$ cat src/rtl/config_regbank.sv
// Host-programmable config/IRQ register bank feeding the NN core control path.
// One outstanding valid/ready transaction with a registered, held response.

`timescale 1ns/1ps

module config_regbank_lane (
  input  logic [7:0] old_byte,
  input  logic [7:0] new_byte,
  input  logic       strb,
  output logic [7:0] merged_byte,
  output logic [7:0] mask_byte
);
  assign merged_byte = strb ? new_byte : old_byte;
  assign mask_byte   = {8{strb}};
endmodule

module config_regbank #(
  parameter int ADDR_WIDTH = 6,
  parameter int DATA_WIDTH = 32,
  parameter int NUM_REGS   = 16,
  parameter int NUM_IRQ    = 8,
  parameter int THRESH_RST = 10
) (
  input  logic                    clk,
  input  logic                    reset_n,
  input  logic                    req_valid,
  output logic                    req_ready,
  input  logic                    req_write,
  input  logic [ADDR_WIDTH-1:0]   req_addr,
  input  logic [DATA_WIDTH-1:0]   req_wdata,
  input  logic [DATA_WIDTH/8-1:0] req_wstrb,
  output logic                    resp_valid,
  input  logic                    resp_ready,
  output logic [DATA_WIDTH-1:0]   resp_rdata,
  output logic                    resp_err,
  input  logic [DATA_WIDTH-1:0]   hw_status,
  input  logic [NUM_IRQ-1:0]      irq_set,
  output logic                    cfg_enable,
  output logic [DATA_WIDTH-1:0]   cfg_mode,
  output logic [DATA_WIDTH-1:0]   cfg_threshold,
  output logic                    start_pulse,
  output logic                    irq_out
);
  localparam int NB       = DATA_WIDTH / 8;
  localparam int R_CTRL   = 0;
  localparam int R_MODE   = 1;
  localparam int R_THRESH = 2;
  localparam int R_STATUS = 3;
  localparam int R_IRQ_ST = 4;
  localparam int R_IRQ_EN = 5;

  localparam logic [ADDR_WIDTH:0]   NREGS    = (ADDR_WIDTH+1)'(NUM_REGS);
  localparam logic [DATA_WIDTH-1:0] IRQ_MASK = DATA_WIDTH'({NUM_IRQ{1'b1}});

  logic [NUM_REGS-1:0][DATA_WIDTH-1:0] regs;
  logic [DATA_WIDTH-1:0]               rd_val, wr_val, irq_clr, irq_next;
  logic [NB-1:0][7:0]                  merged, wmask;
  logic                                accept, is_err, wr_ok;

  assign req_ready = !resp_valid || resp_ready;
  assign accept    = req_valid && req_ready;
  assign is_err    = ({1'b0, req_addr} >= NREGS) ||
                     (req_write && req_addr == ADDR_WIDTH'(R_STATUS));
  assign wr_ok     = accept && req_write && !is_err;

  always_comb begin
    rd_val = '0;
    for (int i = 0; i < NUM_REGS; i++)
      if (req_addr == ADDR_WIDTH'(i)) rd_val = regs[i];
  end

  // Byte-merge against the addressed register's current value.
  for (genvar g = 0; g < NB; g++) begin : g_lane
    config_regbank_lane u_lane (
      .old_byte    (rd_val[8*g +: 8]),
      .new_byte    (req_wdata[8*g +: 8]),
      .strb        (req_wstrb[g]),
      .merged_byte (merged[g]),
      .mask_byte   (wmask[g])
    );
  end

  always_comb begin
    wr_val = merged;
    if (req_addr == ADDR_WIDTH'(R_CTRL))        wr_val[1] = 1'b0;
    else if (req_addr == ADDR_WIDTH'(R_IRQ_EN)) wr_val = merged & IRQ_MASK;
  end

  // Set is OR'd in after the clear so a coincident set wins.
  assign irq_clr  = (wr_ok && req_addr == ADDR_WIDTH'(R_IRQ_ST)) ?
                    (req_wdata & wmask & IRQ_MASK) : '0;
  assign irq_next = (regs[R_IRQ_ST] & ~irq_clr) | DATA_WIDTH'(irq_set);

  always_ff @(posedge clk or negedge reset_n) begin
    if (!reset_n) begin
      for (int i = 0; i < NUM_REGS; i++)
        regs[i] <= (i == R_THRESH) ? DATA_WIDTH'(THRESH_RST) : '0;
      resp_valid  <= 1'b0;
      resp_err    <= 1'b0;
      resp_rdata  <= '0;
      start_pulse <= 1'b0;
      irq_out     <= 1'b0;
    end else begin
      for (int i = 0; i < NUM_REGS; i++)
        if (wr_ok && req_addr == ADDR_WIDTH'(i) && i != R_STATUS && i != R_IRQ_ST)
          regs[i] <= wr_val;
      regs[R_STATUS] <= hw_status;
      regs[R_IRQ_ST] <= irq_next;
      irq_out        <= |(regs[R_IRQ_ST] & regs[R_IRQ_EN]);
      start_pulse    <= wr_ok && req_addr == ADDR_WIDTH'(R_CTRL) &&
                        req_wstrb[0] && req_wdata[1];
      if (accept) begin
        resp_valid <= 1'b1;
        resp_err   <= is_err;
        resp_rdata <= (req_write || is_err) ? '0 : rd_val;
      end else if (resp_ready) begin
        resp_valid <= 1'b0;
      end
    end
  end

  assign cfg_enable    = regs[R_CTRL][0];
  assign cfg_mode      = regs[R_MODE];
  assign cfg_threshold = regs[R_THRESH];
endmodule

$ cat config.mk
export PLATFORM = sky130hd
export DESIGN_NAME = config_regbank
export DESIGN_NICKNAME = d
export VERILOG_FILES = /design/src/rtl/config_regbank.sv
export SDC_FILE = /design/constraint.sdc
export NUM_CORES = 1
export LEC_CHECK = 0
export BUFFER_PORTS_ARGS = -buffer_cell sky130_fd_sc_hd__buf_2
export CORE_AREA = 2 2 196 237
export CTS_CLUSTER_SIZE = 28
export DETAILED_ROUTE_END_ITERATION = 8
export DIE_AREA = 0 0 198 239
export PLACE_DENSITY = 0.73
export SKIP_CTS_REPAIR_TIMING = 1
export SKIP_LAST_GASP = 1
export SLEW_MARGIN = 30
export SYNTH_ARGS = -nofsm -noshare
export SYNTH_HDL_FRONTEND = slang
export SYNTH_SLANG_ARGS = --single-unit
$ cat constraint.sdc
create_clock -name clk -period 3.1 [get_ports clk]
set_clock_uncertainty 0.05 [all_clocks]
set_input_delay 0.775 -clock clk [delete_from_list [all_inputs] [get_ports clk]]
set_output_delay 0.775 -clock clk [all_outputs]
set_load 0.01 [all_outputs]
==> reports/results.ini <==
[grt]
grt_pass1_wl_um=122000
grt_antenna_before_repair=1
grtUsageMet2=0.565
grt_util_met3=0.0546
grt_max_degree=119
grt_pass1_vias=20700
grt.busiest_layer=met2
grt_util_all_layers=0.342
grtUsageMet1=0.433
grt-ovfl-total=0

[cells_and_area]
stdcell_count=3266
stdcell_area_sq_mm=0.0293
n_antenna_cell=0
nets=2699
final_cell_mix=dfrtp_1, nand2_1, o21ai_0, buf_4, buf_2
layout_commonest_cell=dfrtp_1
area_growth_pct=19.4
drive_gt1_frac=0.282

[detailed_routing]
wl_um=79300
drt_iter0_markers=1923
vias_per_cell=6.20
final_antenna_net_count=0
route.detailed.drc=0
routed-via-count=20200
wl_per_cell_um=24.3
drt_pre_antenna_iters=6

[yosys]
seq_area_frac_synth=0.534
ys_warn_count=0
synth.cell_area_sq_mm=0.0246
synth_cell_types=95
synthCells=2359
syn_area_per_cell_sq_um=10.4
synth_top_family_by_area=compound AO/OA/AOI/OAI gates
synthFlopType=dfrtp_1
yosys.area_share.xor_xnor=0
synth_nets=2446
synthMuxAreaShare=0.0944
synth_fa_ha_area_frac=0
synth_compound_area_frac=0.180
synth_edf_count=0
ys_ff_latch=524
synth-simple-area-share=0.129
async_reset_ff_frac=1.00

[clock_network]
root_buffer=clkbuf_16
clk_pin_slew_worst_paths_ns=0.06
cts_buffer_depth=3
cts.htree.levels=2
clkLatencyLatePin_ns=0.61
cts_tree=yes
clkSinkCount=524
cts_buffers=52

[placement]
postPlaceCellArea_sq_mm=0.0276
dp_worst_setup_slack_ns=-0.377
gp_congestion=0.961
port_buffers=188
dp_cells=3173
dp_hpwl_um=55300

[critical_path]
critPathMaxFanout=13
cpMostUsedCell=buf_4
cp_slowest_cell=mux4_2
crit_type=in -> reg
cp-end-kind=flop
crit_path_max_incr_delay_ns=0.50
cp.required_ns=3.51
crit_path_start_kind=input pin
crit_arrival_ns=3.25
crit_chain=buf_4 -> buf_4 -> buf_4 -> mux4_2 -> nand2_1 -> o211ai_1 -> o31ai_1 -> o21a_1 -> o21ai_0

[outcome]
status=completed

[floorplan]
row_count=86
ios=189
initial_utilization=0.542
dieArea_sq_mm=0.0473
core_area_sq_mm=0.0453
die_w_um=198
die_height_um=239

[timing]
fin_ws_ns=0.267
slew_headroom=0.342
setup-violations-final=0
slew_viol_final=0
max_clock_freq_mhz=353
rsz0062_at_grt=false
tightest_slew_ns=0.983
finalCritPeriodShare=0.914
fin_crit_ns=2.83
finalHoldViolCount=0

[power]
power_density_mw_per_mm2=502
p_leak_nw=13.6
p_total_mw=14.7
ir_drop_v=0.000369

[run]
cap_viol_max_count=0

[hold_path]
hold_path_class=in -> reg

==> power breakdown <==
part | internal, mW | switching [mW]
Sequential | 6.96 | 0.0726
Combinational | 0.425 | 0.743
Clock | 3.78 | 2.74
==> critical path, delay by kind of cell <==
family	cells	cell delay, ns
AND/OR/NAND/NOR	1	0.09
AO/OA/AOI/OAI	4	1.18
buffers and inverters	3	0.69
multiplexers	1	0.50
==> stage by stage <==
stage | TNS, ns | hold WS (ns) | util
global placement | -34.14 | 0.399 | 0.608
floorplan | 0 | 0.390 | -
global route | 0 | 0.195 | 0.647
CTS | 0 | -0.0157 | 0.647
detailed placement | -50.56 | 0.408 | 0.608
finish | 0 | 0.215 | 0.647
==> flip-flops by register name, summed over array words and instances, names as in the netlist <==
name and flops:
cfg_threshold 32, resp_valid 1, cfg_mode 32, regs 423
resp_rdata 32, resp_err 1, irq_out 1, start_pulse 1
cfg_enable 1
==> cell usage after synthesis (all sizes together) (16+ instances only) <==
master	instances	area share
a211oi	22	0.0071
a21oi	60	0.012
a22o	17	0.0061
a22oi	22	0.0067
a31oi	53	0.014
and2	43	0.011
buf	151	0.043
clkbuf	113	0.017
dfrtp	522	0.53
mux2	122	0.056
mux2i	19	0.0077
mux4	33	0.030
nand2	430	0.066
nand3	28	0.0057
nor2	115	0.019
o211ai	16	0.0049
o21a	20	0.0061
o21ai	292	0.060
o22ai	21	0.0054
o2bb2ai	16	0.0057
o31ai	69	0.022
==> cell type report <==
class / instances / area (sq um)
fillers: 3520 / 16000
well taps: 616 / 771
flip-flops and latches: 524 / 13100
inverters: 10 / 37.5
multi-input cells: 1561 / 9970
clock buffers: 70 / 1490
repair buffers: 463 / 3690
clock inverters: 22 / 250
==> worst paths after layout <==
| path | from | to | slack [ns] | cells after the start |
|---|---|---|---|---|
| max | req_addr[0] | regs[408] | 0.27 | 9 |
| min | hw_status[14] | regs[110] | 0.22 | 1 |
| max reg2reg | resp_valid | regs[505] | 0.31 | 6 |
| min reg2reg | resp_rdata[28] | resp_rdata[28] | 0.42 | 2 |
| max in group asynchronous | reset_n | resp_rdata[5] | 1.41 | 3 |
| min in group asynchronous | reset_n | regs[114] | 0.58 | 2 |
==> routing by layer <==
| layer | vias up | share of wire | routed length (um) |
|---|---|---|---|
| met5 | - | 0 | 0 |
| met4 | 0 | 0.061 | 4820 |
| met3 | 267 | 0.074 | 5870 |
| met2 | 1019 | 0.49 | 38500 |
| met1 | 10100 | 0.38 | 30200 |
| li1 | 8860 | - | - |
==> kinds of logic (layout without fill, tap and decap cells) <==
logic type	after synthesis	in the layout
AO/OA/AOI/OAI	684	684
buffers and inverters	274	565
flip-flops	524	524
multiplexers	174	174
AND/OR/NAND/NOR	703	703
(Power assumes the default switching activity.)
